File: src/rtl/fpcvt_pkg.sv
// Shared constants and FSM encoding for the compressed floating-point encode/decode paths.
package fpcvt_pkg;

    localparam int unsigned DATA_W  = 12;
    localparam int unsigned EXP_W   = 3;
    localparam int unsigned SIG_W   = 4;

    // Largest magnitude representable by the compressed word (15 * 2^7).
    localparam int unsigned MAX_MAG = 1920;

    typedef enum logic [1:0] {
        IDLE   = 2'd0,
        SHIFT  = 2'd1,
        NEGATE = 2'd2,
        DONE   = 2'd3
    } state_t;

endpackage

File: src/rtl/fp_2_twos_comp_if.sv
// Ready/valid bus carrying compressed words in and two's-complement results out.
interface fp_2_twos_comp_if #(
    parameter int unsigned DATA_W = fpcvt_pkg::DATA_W,
    parameter int unsigned EXP_W  = fpcvt_pkg::EXP_W,
    parameter int unsigned SIG_W  = fpcvt_pkg::SIG_W
);

    logic              in_valid;
    logic              in_ready;
    logic              S;
    logic [EXP_W-1:0]  E;
    logic [SIG_W-1:0]  F;
    logic              out_valid;
    logic              out_ready;
    logic [DATA_W-1:0] D;

    modport master (
        output in_valid, S, E, F, out_ready,
        input  in_ready, out_valid, D
    );

    modport slave (
        input  in_valid, S, E, F, out_ready,
        output in_ready, out_valid, D
    );

endinterface

File: src/rtl/sign_mag_2_twos_comp.sv
// Combinational sign/magnitude to two's-complement conversion; a zero magnitude never yields negative zero.
module sign_mag_2_twos_comp #(
    parameter int unsigned DATA_W = fpcvt_pkg::DATA_W
) (
    input  logic              sign_i,
    input  logic [DATA_W-1:0] mag_i,
    output logic [DATA_W-1:0] twos_o
);

    always_comb begin
        twos_o = sign_i ? (~mag_i + DATA_W'(1)) : mag_i;
    end

endmodule

File: src/rtl/fp_2_twos_comp.sv
// Iterative decoder: expands (S, E, F) into (-1)^S * F * 2^E, one exponent step per cycle.
module fp_2_twos_comp #(
    parameter int unsigned DATA_W = fpcvt_pkg::DATA_W,
    parameter int unsigned EXP_W  = fpcvt_pkg::EXP_W,
    parameter int unsigned SIG_W  = fpcvt_pkg::SIG_W
) (
    input  logic              clk,
    input  logic              rst,
    fp_2_twos_comp_if.slave   bus
);

    import fpcvt_pkg::*;

    state_t            state_q;
    logic              s_q;
    logic [DATA_W-1:0] mag_q;
    logic [EXP_W-1:0]  cnt_q;
    logic [DATA_W-1:0] d_q;
    logic              in_ready_q;
    logic              out_valid_q;
    logic [DATA_W-1:0] twos_d;

    sign_mag_2_twos_comp #(
        .DATA_W(DATA_W)
    ) u_sign_mag (
        .sign_i (s_q),
        .mag_i  (mag_q),
        .twos_o (twos_d)
    );

    always_ff @(posedge clk or posedge rst) begin
        if (rst) begin
            state_q     <= IDLE;
            s_q         <= 1'b0;
            mag_q       <= '0;
            cnt_q       <= '0;
            d_q         <= '0;
            in_ready_q  <= 1'b1;
            out_valid_q <= 1'b0;
        end else begin
            case (state_q)
                IDLE: begin
                    if (bus.in_valid) begin
                        s_q        <= bus.S;
                        mag_q      <= {{(DATA_W-SIG_W){1'b0}}, bus.F};
                        cnt_q      <= bus.E;
                        in_ready_q <= 1'b0;
                        state_q    <= SHIFT;
                    end
                end
                SHIFT: begin
                    if (cnt_q == '0) begin
                        state_q <= NEGATE;
                    end else begin
                        mag_q <= mag_q << 1;
                        cnt_q <= cnt_q - EXP_W'(1);
                    end
                end
                NEGATE: begin
                    d_q         <= twos_d;
                    out_valid_q <= 1'b1;
                    state_q     <= DONE;
                end
                DONE: begin
                    // in_ready is raised on the same edge that returns to IDLE so it decodes the registered state.
                    if (bus.out_ready) begin
                        out_valid_q <= 1'b0;
                        in_ready_q  <= 1'b1;
                        state_q     <= IDLE;
                    end
                end
                default: begin
                    state_q <= IDLE;
                end
            endcase
        end
    end

    assign bus.in_ready  = in_ready_q;
    assign bus.out_valid = out_valid_q;
    assign bus.D         = d_q;

endmodule

File: src/flat_wrapper.sv
// flat-port wrapper written by rule: the top's interface ports become plain ports
module fp_2_twos_comp_flat import fpcvt_pkg::*;
#(
    parameter int unsigned DATA_W = fpcvt_pkg::DATA_W,
    parameter int unsigned EXP_W  = fpcvt_pkg::EXP_W,
    parameter int unsigned SIG_W  = fpcvt_pkg::SIG_W
)
  (clk, rst, bus_in_valid, bus_S, bus_E, bus_F, bus_out_ready, bus_in_ready, bus_out_valid, bus_D);
  fp_2_twos_comp_if #(.DATA_W(DATA_W), .EXP_W(EXP_W), .SIG_W(SIG_W)) bus_i ();
  input  logic clk;
  input  logic rst;
  input wire logic [$bits(bus_i.in_valid)-1:0] bus_in_valid;
  input wire logic [$bits(bus_i.S)-1:0] bus_S;
  input wire logic [$bits(bus_i.E)-1:0] bus_E;
  input wire logic [$bits(bus_i.F)-1:0] bus_F;
  input wire logic [$bits(bus_i.out_ready)-1:0] bus_out_ready;
  output wire logic [$bits(bus_i.in_ready)-1:0] bus_in_ready;
  output wire logic [$bits(bus_i.out_valid)-1:0] bus_out_valid;
  output wire logic [$bits(bus_i.D)-1:0] bus_D;
  assign bus_i.in_valid = bus_in_valid;
  assign bus_i.S = bus_S;
  assign bus_i.E = bus_E;
  assign bus_i.F = bus_F;
  assign bus_i.out_ready = bus_out_ready;
  assign bus_in_ready = bus_i.in_ready;
  assign bus_out_valid = bus_i.out_valid;
  assign bus_D = bus_i.D;
  fp_2_twos_comp #(.DATA_W(DATA_W), .EXP_W(EXP_W), .SIG_W(SIG_W)) u_core (.clk(clk), .rst(rst), .bus(bus_i));
endmodule
File: config.mk
export PLATFORM = sky130hd
export DESIGN_NAME = fp_2_twos_comp_flat
export DESIGN_NICKNAME = d
export VERILOG_FILES = /design/src/rtl/fpcvt_pkg.sv /design/src/rtl/fp_2_twos_comp_if.sv /design/src/rtl/sign_mag_2_twos_comp.sv /design/src/rtl/fp_2_twos_comp.sv /design/src/flat_wrapper.sv
export SDC_FILE = /design/constraint.sdc
export NUM_CORES = 1
export LEC_CHECK = 0
export ABC_AREA = 1
export BUFFER_PORTS_ARGS = -buffer_cell sky130_fd_sc_hd__clkbuf_2
export CAP_MARGIN = 15
export CORE_ASPECT_RATIO = 1.2
export CORE_UTILIZATION = 40
export DETAILED_ROUTE_END_ITERATION = 6
export PLACE_DENSITY = 0.68
export SYNTH_ARGS = -nofsm -noshare
export SYNTH_HDL_FRONTEND = slang
export SYNTH_SLANG_ARGS = --single-unit
File: constraint.sdc
create_clock -name clk -period 4.42 [get_ports clk]
set_input_delay 0 -clock clk [delete_from_list [all_inputs] [get_ports clk]]
set_output_delay 0 -clock clk [all_outputs]
set_load 0.03 [all_outputs]
=== Word level (Yosys, flattened, before mapping) ===
Index checks and enable logic that the tools add are counted.

* Add/sub/neg operators: 2
* Eq/ne operators: 7
* Muxes and demuxes: 16
* Bitwise logic cells: 1
* Reduce and logical (&&, ||, !) cells: 10

{| class="wikitable"
|+ Operators by type and width
! operator !! count
|-
| $mux 12 || 3
|-
| $pmux 12 s2 || 1
|-
| $add 12x1->12 const B || 1
|-
| $not 12->12 || 1
|-
| $reduce_and 3->1 || 3
|-
| $pmux 2 s4 || 1
|-
| $mux 2 || 3
|-
| $mux 3 || 2
|-
| $ne 2x2->1 const B || 3
|-
| $pmux 3 s2 || 1
|-
| $reduce_bool 2->1 || 3
|-
| $eq 2x2->1 const B || 2
|-
| $pmux 1 s2 || 2
|-
| $reduce_and 2->1 || 2
|-
| $logic_not 3->1 || 1
|-
| $mux 1 || 3
|-
| $sub 3x1->3 const B || 1
|-
| $eq 2x1->1 const B || 1
|-
| $logic_not 2->1 || 1
|-
| $ne 2x1->1 const B || 1
|}

* Register bits after elaboration: 32
* Input port bits: 12
* Word-level logic and storage cells: 43

=== Longest topological paths before layout ===
* Depth in word-level cells: 3
* Gate-level depth with buffers: 11
* Gate-level depth less buffers: 10

=== Modules after synthesis ===
Synthesis repeated with hierarchy kept, for this count alone.

* Cells, all modules: 273
* Area total of the unflattened synthesis: 1975.6 um2

{| class="wikitable"
|+ Modules (own cells, without submodules)
! module !! instances !! cells each !! area an instance (um2) !! sequential area each (um2)
|-
| fp_2_twos_comp || 1 || 205 || 1650.3 || 802.0
|-
| sign_mag_2_twos_comp || 1 || 68 || 325.3 || 0.0
|}

=== Worst setup path before layout ===
No wires, ideal clock.

* Path type: register -> register
* Start point: reg u_core.state_q[0]
* End point: reg u_core.mag_q[0]
* Setup time: 121 ps
* Arrival time: 1337 ps
* Data required time: 4299 ps
* Setup slack: 2962 ps
* Stages on the path, launching flop included: 10
* Clock period less this slack: 1458 ps
* Cell sequence: dfrtp_1 > inv_1 > ha_1 > inv_2 > or2_4 > nand2_4 > inv_6 > buf_12 > nand3_2 > o21ai_2

* Longest elaborated chain between the ends: 3

{| class="wikitable"
|+ RTL lines
! item !! RTL line !! RTL
|-
| start, declared || fp_2_twos_comp.sv:14 || <nowiki>state_t state_q;</nowiki>
|-
| start signal, assigned || fp_2_twos_comp.sv:33 || <nowiki>state_q <= IDLE;</nowiki>
|-
| start signal, assigned || fp_2_twos_comp.sv:48 || <nowiki>state_q <= SHIFT;</nowiki>
|-
| start signal, assigned || fp_2_twos_comp.sv:53 || <nowiki>state_q <= NEGATE;</nowiki>
|-
| $eq 2x1->1 / $logic_not 2->1 (equally long branches) || fp_2_twos_comp.sv:41 || <nowiki>case (state_q)</nowiki>
|-
| $ne 2x2->1 (no source line) / $reduce_bool 2->1 (equally long branches) || - ||
|-
| $reduce_and 3->1 (no source line) || - ||
|-
| end signal, assigned || fp_2_twos_comp.sv:45 || <nowiki>mag_q <= {{(DATA_W-SIG_W){1'b0}}, bus.F};</nowiki>
|-
| end signal, assigned || fp_2_twos_comp.sv:55 || <nowiki>mag_q <= mag_q << 1;</nowiki>
|-
| end, declared || fp_2_twos_comp.sv:16 || <nowiki>logic [DATA_W-1:0] mag_q;</nowiki>
|}

Several ways; a longest one is shown, not always the timed one.
A chain may end at the register's enable or synchronous reset.

=== Final worst setup path ===
* Start point: reg u_core.state_q[1]
* End point: reg u_core.cnt_q[1]

* Longest elaborated chain between the ends: 3

{| class="wikitable"
|+ RTL lines
! item !! RTL line !! RTL
|-
| $eq 2x1->1 / $logic_not 2->1 (equally long branches) || fp_2_twos_comp.sv:41 ||
|-
| $ne 2x2->1 (no source line) / $reduce_bool 2->1 (equally long branches) || - ||
|-
| $reduce_and 3->1 (no source line) || - ||
|-
| end signal, assigned || fp_2_twos_comp.sv:46 || <nowiki>cnt_q <= bus.E;</nowiki>
|-
| end signal, assigned || fp_2_twos_comp.sv:56 || <nowiki>cnt_q <= cnt_q - EXP_W'(1);</nowiki>
|-
| end, declared || fp_2_twos_comp.sv:17 || <nowiki>logic [EXP_W-1:0] cnt_q;</nowiki>
|}

Several ways; a longest one is shown, not always the timed one.

==> summary.txt <==
Outcome - completed
Fin. max-slew vios - 0
N_diodes - 0
Number of routed nets with antenna violations - 0
Synth async-reset ratio - 100%
Worst VDD drop - 0.315 mV
Final #Nets - 261
Commonest cells in the netlist - 47 x nand2_1, 31 x dfrtp_1, 23 x inv_1
Final instance area - 2110 um2
Arr. time, crit path - 2440 ps
Area grow syn2layout - 17.3%
Fillcell total - 426
Port bufs - 25
Yosys reg bits - 32
Initial antenna violation count - 0
Die H - 75.4 um
Hold WS - 59.2 ps
Post-Route Utilization - 49.1%
Share of layout cells above drive strength 1 - 25.7%
Leak Pwr - 1.03 nW
Initial Util - 41.8%
Post-synth EDFFs - 0
Synth warn - 0
Sequential share of the synthesized area - 44.6%
Hold Violations, Final - 0
Final setup viols - 0
CTS sink cnt - 32
CTS Buf Count - 5
Crit path kind - reg -> reg
Synthesized instance count - 205
Tcrit/Tclk final - 50.2%
First-pass GRT wire length - 6070 um
Switching Share - 49.0%
Syn nets - 225
Row count - 26
Remaining DRCs - 0
Chip Width - 63.2 um
DR iter-0 viols - 73
Worst Skew - 2.47 ps
CP startpoint kind - flop
Largest cells by area after synthesis - dfrtp_1 43%, nand2_1 9.8%, o21ai_2 7.3%, ha_1 5.6%, nand3_1 5.6%
Internal - 0.810 mW
Placer Congestion - 0.752
Tmin final - 2220 ps
TritonCTS clock tree - built
Setup TNS - 0 ps
Routed WL per cell - 11.2 um
H-tree level count - 2
CP Max Fanout - 28
CTS max path bufs - 2
Post-Syn Area - 1800 um2
Top-level I/O count - 26
Clk pwr share - 13.2%
Setup Fix Bufs, Post-CTS - 0
Sequential power share - 31.5%
Main flop type after synthesis - dfrtp_1
Grt ovf - 0
Share of the synthesized area in the top cell type - 43.2%
Initial DRT Pass Iterations - 4
CTS clk-pin slew, worst paths - 60 ps
Synth unique cells - 28
Core area - 4290 um2
Vias in the first global route - 1379
Count leader, synth - nand2_1
Post-DP HPWL - 2430 um
Synth area leader - dfrtp_1
Worst-Margin Slew - 821 ps
GRT Util Overall - 16.7%
P_sw - 0.780 mW
Unrepaired setup endpoints after global routing - false
Skew-Pair Late Insertion Delay - 280 ps
P per Cell Area - 754 nW/um2
Worst path required time - 4640 ps
Syn Area/Cell - 8.76 um2
Via count - 1433
Via density per instance - 4.82
Crit. End Element - flop
Relative slew slack - 45.2%
Comb pwr share - 55.3%
Post-Route WL - 3340 um
Post-placement cell area - 1930 um2
CTS Root Cell - clkbuf_8
Die area - 4760 um2
Max_cap viols - 0
Hold Crit Class - in -> reg
Pin count of the biggest net entering global routing - 33
Fmax - 0.450 GHz
## state kept, by name, summed over array words and instances (netlist names)
register,count
u_core.bus.D,12
u_core.bus.in_ready,1
u_core.bus.out_valid,1
u_core.cnt_q,3
u_core.mag_q,12
u_core.s_q,1
u_core.state_q,2
## power groups by stage
stage                     registers, mW  logic (mW)  clock network (mW)
after detailed placement          0.507       0.874                   0
after CTS                         0.502       0.891               0.219
final                             0.502       0.879               0.210
after floorplan                   0.610       0.659                   0
after global placement            0.502       0.857                   0
after global routing              0.517        1.01               0.231
## area by class of cell
class | count | area, um2 | area share, %
Timing Repair Buffer | 36 | 233 | 11.0
Clock buffer | 6 | 72.6 | 3.44
Multi-Input combinational cell | 140 | 823 | 39.1
Sequential cell | 32 | 802 | 38.0
Inverter | 26 | 103 | 4.87
Clock inverter | 1 | 5.00 | 0.237
Tap cell | 56 | 70.1 | 3.32
## cell families after synthesis
family / count (synthesis) / share of synthesized area, %
and+or+nand+nor: 89 / 22.9
DFF: 32 / 44.6
adders and majority gates: 8 / 5.57
AOI/OAI and AO/OA: 40 / 15.9
buffers and inverters: 33 / 9.54
xor gates and xnor gates: 3 / 1.46
## metal layers
layer / track usage, % / part of all wire [%] / vias to the layer above
li1: - / - / 742
met1: 20.1 / 47 / 658
met2: 28.6 / 47 / 26
met3: 4.04 / 3.7 / 7
met4: 7.83 / 2.1 / 0
met5: 0 / 0 / -
## per-stage QoR
stage | instances | power, mW | setup WS [ps]
6_report | 297 | 1.59 | 2200
5_1_grt | 297 | 1.76 | 2020
4_1_cts | 297 | 1.61 | 2200
3_5_place_dp | 280 | 1.38 | 2220
3_3_place_gp | 280 | 1.36 | 2300
2_1_floorplan | 205 | 1.27 | 2960
## worst max-delay path, stage by stage, from the launching register on
cell and delay (ps):
dfrtp_1 400, inv_1 130, ha_1 710, nand2_1 230
o21ai_4 120, nand2_4 90, inv_6 220, o211ai_1 160
o21ai_2 90
## final timing paths
| path | start | end | slack, ps | cells after the start |
|---|---|---|---|---|
| setup / recovery | u_core.state_q[1] | u_core.cnt_q[1] | 2200 | 8 |
| hold / removal | bus_E[0] | u_core.cnt_q[0] | 60 | 5 |
| setup reg to reg | u_core.state_q[1] | u_core.cnt_q[1] | 2200 | 8 |
| hold reg to reg | u_core.bus.D[10] | u_core.bus.D[10] | 480 | 2 |
| max in group asynchronous | rst | u_core.bus.in_ready | 3770 | 4 |
| min in group asynchronous | rst | u_core.bus.D[4] | 330 | 4 |
## layout by cell type (no fill, tap or decap), types with 2 or more instances in the layout
cell type | synthesis | routed
a21oi_1 | 3 | 3
a31oi_1 | 2 | 2
clkbuf_2 | 0 | 25
clkbuf_8 | 0 | 5
dfrtp_1 | 31 | 31
dlygate4sd3_1 | 0 | 10
ha_1 | 8 | 8
inv_1 | 23 | 23
inv_2 | 2 | 2
nand2_1 | 47 | 47
nand3_1 | 20 | 20
nand3_2 | 5 | 5
nor2_1 | 11 | 11
o211ai_1 | 5 | 5
o21ai_0 | 13 | 13
o21ai_2 | 15 | 15
xor2_1 | 3 | 3
## timing repair
item                      4_1_cts  5_1_grt
resized for setup               0        0
hold endpoints to repair       39        0
hold buffers                   10        0
(Power assumes the default switching activity.)
